<file path="config.mk">
export PLATFORM = sky130hd
export DESIGN_NAME = counter_multi
export DESIGN_NICKNAME = d
export VERILOG_FILES = /design/src/rtl/counter_multi.sv
export SDC_FILE = /design/constraint.sdc
export NUM_CORES = 1
export LEC_CHECK = 0
export CAP_MARGIN = 40
export CORE_MARGIN = 3
export CORE_UTILIZATION = 40
export DETAILED_ROUTE_END_ITERATION = 8
export GPL_TIMING_DRIVEN = 0
export HOLD_SLACK_MARGIN = 0.1
export PLACE_DENSITY = 0.71
export SYNTH_ARGS = -nofsm -noshare
export SYNTH_HDL_FRONTEND = slang
export SYNTH_SLANG_ARGS = --single-unit
export TNS_END_PERCENT = 20
</file>
<file path="constraint.sdc">
create_clock -name clk -period 5.5 [get_ports clk]
set_clock_uncertainty 0.1 [all_clocks]
set_input_delay 0.825 -clock clk [delete_from_list [all_inputs] [get_ports clk]]
set_output_delay 0.825 -clock clk [all_outputs]
set_load 0.03 [all_outputs]
</file>
<file path="src/rtl/counter_multi.sv">
// rtl/counter_multi.sv - bank of independent counters with free-run, modulo, single-shot and hold modes
module counter_multi #(
  parameter int WIDTH = 32,
  parameter int N_CH  = 4
) (
  input  logic                   clk,
  input  logic                   reset,
  input  logic [N_CH-1:0]        en_i,
  input  logic [N_CH*WIDTH-1:0]  incr_i,
  input  logic [N_CH*WIDTH-1:0]  mod_i,
  input  logic [N_CH*2-1:0]      mode_i,
  input  logic [N_CH-1:0]        load_i,
  input  logic [N_CH*WIDTH-1:0]  load_val_i,
  output logic [N_CH*WIDTH-1:0]  counter_o,
  output logic [N_CH-1:0]        wrap_o,
  output logic [N_CH-1:0]        done_o
);

  typedef enum logic {RUN = 1'b0, DONE = 1'b1} ch_state_t;

  localparam logic [1:0] MODE_FREE = 2'b00;
  localparam logic [1:0] MODE_MOD  = 2'b01;
  localparam logic [1:0] MODE_SHOT = 2'b10;
  localparam logic [1:0] MODE_HOLD = 2'b11;

  for (genvar k = 0; k < N_CH; k++) begin : g_ch
    logic [WIDTH-1:0] cnt_q, cnt_d;
    logic [WIDTH-1:0] incr, modv, ld_val, cnt_minus_m, m_last;
    logic [1:0]       mode;
    logic [WIDTH:0]   sum, m_ext;
    logic             wrap_q, wrap_d, reached;
    ch_state_t        state_q, state_d;

    assign incr   = incr_i[k*WIDTH +: WIDTH];
    assign modv   = mod_i[k*WIDTH +: WIDTH];
    assign ld_val = load_val_i[k*WIDTH +: WIDTH];
    assign mode   = mode_i[k*2 +: 2];

    // A zero modulus stands for 2^WIDTH, so the compare is done one bit wider.
    assign sum         = {1'b0, cnt_q} + {1'b0, incr};
    assign m_ext       = (modv == '0) ? {1'b1, {WIDTH{1'b0}}} : {1'b0, modv};
    assign reached     = (sum >= m_ext);
    assign cnt_minus_m = sum[WIDTH-1:0] - modv;
    assign m_last      = modv - WIDTH'(1);

    always_ff @(posedge clk) begin
      if (reset) begin
        cnt_q   <= '0;
        wrap_q  <= 1'b0;
        state_q <= RUN;
      end else begin
        cnt_q   <= cnt_d;
        wrap_q  <= wrap_d;
        state_q <= state_d;
      end
    end

    always_comb begin
      cnt_d   = cnt_q;
      wrap_d  = 1'b0;
      state_d = state_q;
      if (load_i[k]) begin
        cnt_d   = ld_val;
        state_d = RUN;
      end else begin
        // Leaving single-shot releases a finished channel.
        if (mode != MODE_SHOT) state_d = RUN;
        if (mode != MODE_HOLD && en_i[k] && !(mode == MODE_SHOT && state_q == DONE)) begin
          case (mode)
            MODE_FREE: begin
              cnt_d  = sum[WIDTH-1:0];
              wrap_d = sum[WIDTH];
            end
            MODE_MOD: begin
              cnt_d  = reached ? cnt_minus_m : sum[WIDTH-1:0];
              wrap_d = reached;
            end
            MODE_SHOT: begin
              if (reached) begin
                cnt_d   = m_last;
                wrap_d  = 1'b1;
                state_d = DONE;
              end else begin
                cnt_d = sum[WIDTH-1:0];
              end
            end
            default: cnt_d = cnt_q;
          endcase
        end
      end
    end

    assign counter_o[k*WIDTH +: WIDTH] = cnt_q;
    assign wrap_o[k]                   = wrap_q;
    assign done_o[k]                   = (state_q == DONE);
  end

endmodule

</file>
==> results.json <==
{
  "area_growth_pct": 38.7,
  "setup_slack_ns": -0.408,
  "seq_area_frac_synth": 0.101,
  "clk_pin_slew_worst_paths_ns": 0.07,
  "die_h_um": 265,
  "grt_max_degree": 17,
  "p_leak_nw": 16.2,
  "crit_buf_inv": 5,
  "hold_violations": 0,
  "grt_pass1_wl_um": 182000,
  "first_pass_iters": 8,
  "hold_depth": 2,
  "status": "finished, violations left",
  "drive_gt1_frac": 0.122,
  "regArea_um2": 2720,
  "design_area_um2": 37300,
  "num_rows": 94,
  "startpoint_type": "primary input",
  "crit_top_cell": "buf_12",
  "grt_pass1_vias": 30600,
  "cts_tree": "built",
  "fin_util": 0.564,
  "die-area_um2": 70500,
  "violations": "negative setup slack",
  "synth_ff_type": "dfxtp_1",
  "final_nets": 5278,
  "postPlaceCellArea_um2": 33600,
  "synth_top_area_share": 0.189,
  "p_per_area_nw_per_um2": 247,
  "path_cells": "buf_6, ha_4, fa_2, a211oi_4, o21ai_2, and4bb_1, or4_4, a41o_1, o41ai_4, o221ai_2, xor2_2, ha_1, a21o_1, a211o_1, a211oi_4, o21ai_2, o31ai_4, buf_12, nor2_4, buf_12, clkbuf_16, buf_12, a221oi_2, o22ai_1",
  "post-route-period-util": 1.07,
  "core-area_um2": 66200,
  "p_comb_frac": 0.726,
  "cp_max_fo": 8,
  "start_util": 0.407,
  "dp_hpwl_um": 99300,
  "irDropWorstVdd_uv": 195,
  "p_sw_mw": 4.54,
  "setup_viol": 73,
  "ys_types": 122,
  "finalPower_mw": 9.23,
  "io_buffers": 532,
  "wl_per_cell_um": 23.3,
  "cp_data_required_time_ns": 5.78,
  "grtUsageTotal": 0.332,
  "power_switching_share": 0.491,
  "cp_num_cells": 24,
  "clock_power_share": 0.147,
  "drcViolationCount": 0,
  "insertion_delay_ns": 0.52,
  "synth.cell_area_um2": 26900,
  "path_class": "in2reg",
  "cts-root-buf": "clkbuf_16",
  "cpMaxStageDelayCell": "or4_4",
  "num_vias": 32500,
  "tightestPinTransition_ns": 0.972,
  "slew_violations": 0,
  "layout_min_cycle_time_ns": 5.91,
  "crit_family": "compound AO/OA/AOI/OAI gates",
  "fmax_ghz": 0.169,
  "critical_path_arrival_ns": 6.19,
  "syn_area_per_cell_um2": 7.10,
  "synth_largest_area_cell": "ha_1",
  "antenna_found_initial": 15,
  "rr_endpoint": "g_ch[3].cnt_q[14]",
  "synth_edf_count": 0,
  "p_int_mw": 4.69,
  "dieWidth_um": 265,
  "syn_inst": 3793,
  "synthArstFlopShare": 0,
  "r2r_slack_ns": -0.35,
  "p_seq_frac": 0.126,
  "cts-htree-levels": 4,
  "holdPathEnd": "g_ch[2].state_q",
  "numCtsBuffers": 17,
  "pin_count": 538,
  "routed_via_density": 6.06,
  "r2r_start": "g_ch[3].cnt_q[0]",
  "cp-end-kind": "register",
  "hold_start": "g_ch[2].state_q",
  "slowest_delay_ns": 0.48,
  "multi_input_area_um2": 24300,
  "drt_iter0_markers": 3175,
  "gp_congestion": 1.01,
  "max_slew_margin": 0.352,
  "drv_cap": 0,
  "overflow": 0,
  "synth_area_leaders": "ha_1 19%, dfxtp_1 10%, xnor2_1 8.3%, a21oi_1 7.5%, inv_1 4.8%",
  "fillers": 6207,
  "cts_max_path_buffers": 2,
  "clock_sinks": 136,
  "grt_setup_unrepaired": "yes",
  "syn-num-nets": 4610,
  "drt-total-wl_um": 125000,
  "ant_nets": 0,
  "synth-seq-cells": 136,
  "hp-class": "reg2reg",
  "ys_warn_count": 0,
  "reg2regPathDepth": 23
}
==> synth_stat cells (all sizes together) (39+ instances only) <==
cell type / instances
nand2b: 45
o22ai: 43
nand2: 260
clkbuf: 117
nor2: 344
nand4: 59
dfxtp: 136
ha: 407
o21ai: 252
a221oi: 66
xnor2: 257
xor2: 77
nor4: 39
o21bai: 42
nor3: 104
a21oi: 407
a21o: 131
nand3: 92
inv: 347
a211oi: 54
o211ai: 42
==> cell usage in the layout, fill, tap and decap left out, types with 26 or more instances in the layout <==
master             n
a22oi_1           26
dfxtp_1          135
o22ai_1           39
o21ai_2           26
nor3_1            92
o211ai_1          40
nor2b_1           35
nor2_1           333
o21a_1            34
xnor2_1          236
o21ai_1           37
a221oi_1          38
o21bai_1          37
a21oi_2           34
nand2_1          249
a31oi_1           30
clkdlybuf4s50_1  509
nor4_1            27
xor2_1            72
nand3_1           85
clkbuf_1          99
nand4_1           59
a21oi_1          371
a21o_1           130
ha_1             371
o21ai_0          186
a211oi_1          32
buf_4             93
nand2b_1          44
inv_1            347
==> registers in the layout, summed over array words and instances, names as in the netlist <==
| register | flops |
|---|---|
| g_ch.cnt_q | 128 |
| g_ch.state_q | 4 |
| g_ch.wrap_q | 4 |
==> through the flow <==
stage | TNS, ns | cells | setup WS, ns | hold WS, ns
2_1_floorplan | -4.56 | 3793 | -0.195 | 0.381
3_3_place_gp | -234.93 | 5189 | -2.47 | 0.399
3_5_place_dp | -228.04 | 5203 | -2.41 | 0.402
4_1_cts | -9.75 | 5293 | -0.336 | 0.411
5_1_grt | -23.02 | 5352 | -0.469 | 0.470
6_report | -16.59 | 5353 | -0.408 | 0.413
==> worst register-to-register path: stages, from the launching register on <==
cell	delay, ns
dfxtp_2	0.35
ha_4	0.17
fa_2	0.41
a211oi_4	0.31
o21ai_2	0.10
and4bb_1	0.22
or4_4	0.48
a41o_1	0.25
o41ai_4	0.40
o221ai_2	0.20
xor2_2	0.22
ha_1	0.31
a21o_1	0.16
a211o_1	0.31
a211oi_4	0.28
o21ai_2	0.12
o31ai_4	0.22
buf_12	0.18
nor2_4	0.06
buf_12	0.14
clkbuf_16	0.14
buf_12	0.14
a221oi_2	0.31
o22ai_1	0.14
==> how the worst max path moves through the flow <==
stage,to,start,slack (ns)
after floorplan,g_ch[3].cnt_q[24],incr_i[96],-0.19
after global placement,g_ch[1].wrap_q,incr_i[32],-2.47
after detailed placement,g_ch[1].wrap_q,incr_i[32],-2.41
after CTS,g_ch[3].cnt_q[15],incr_i[96],-0.34
after global routing,g_ch[3].cnt_q[24],incr_i[96],-0.47
final,g_ch[3].cnt_q[14],incr_i[96],-0.41
==> power groups by stage <==
stage               registers [mW]  logic, mW  clock network [mW]
floorplan                     1.30       3.74                   0
global placement              1.18       5.57                   0
detailed placement            1.18       5.61                   0
CTS                           1.16       6.17                1.37
global route                  1.17       7.20                1.39
finish                        1.17       6.70                1.36
==> metal layers <==
| metal | wire [um] | track usage | up-vias |
|---|---|---|---|
| met5 | 0 | 0 | - |
| met4 | 7530 | 0.184 | 0 |
| met3 | 10500 | 0.0584 | 368 |
| met2 | 55500 | 0.529 | 1681 |
| met1 | 51000 | 0.426 | 15200 |
| li1 | - | - | 15200 |
==> cell families after synthesis <==
kind of cell / after synthesis / share of synthesized area
AOI/OAI and AO/OA: 1301 / 0.319
xor gates and xnor gates: 334 / 0.109
adders and majority gates: 415 / 0.195
buffers and inverters: 492 / 0.0710
DFF: 136 / 0.101
muxes: 14 / 0.00534
and+or+nand+nor: 1101 / 0.200
==> cell type report <==
cell class | count | share of cell area
diodes | 15 | 0.00101
plain buffers | 136 | 0.0210
clock buffers | 21 | 0.0121
clock inverters | 11 | 0.00462
inverters | 350 | 0.0352
multi-input cells | 3167 | 0.650
flip-flops and latches | 136 | 0.0729
well taps | 864 | 0.0289
repair buffers | 653 | 0.175
==> repair_timing <==
item,4_1_cts,5_1_grt
setup endpoints to repair,136,133
resized for setup,271,203
setup buffers,57,46
cloned,4,3
hold buffers,0,0
pin swaps,114,157
(Power assumes the default switching activity.)
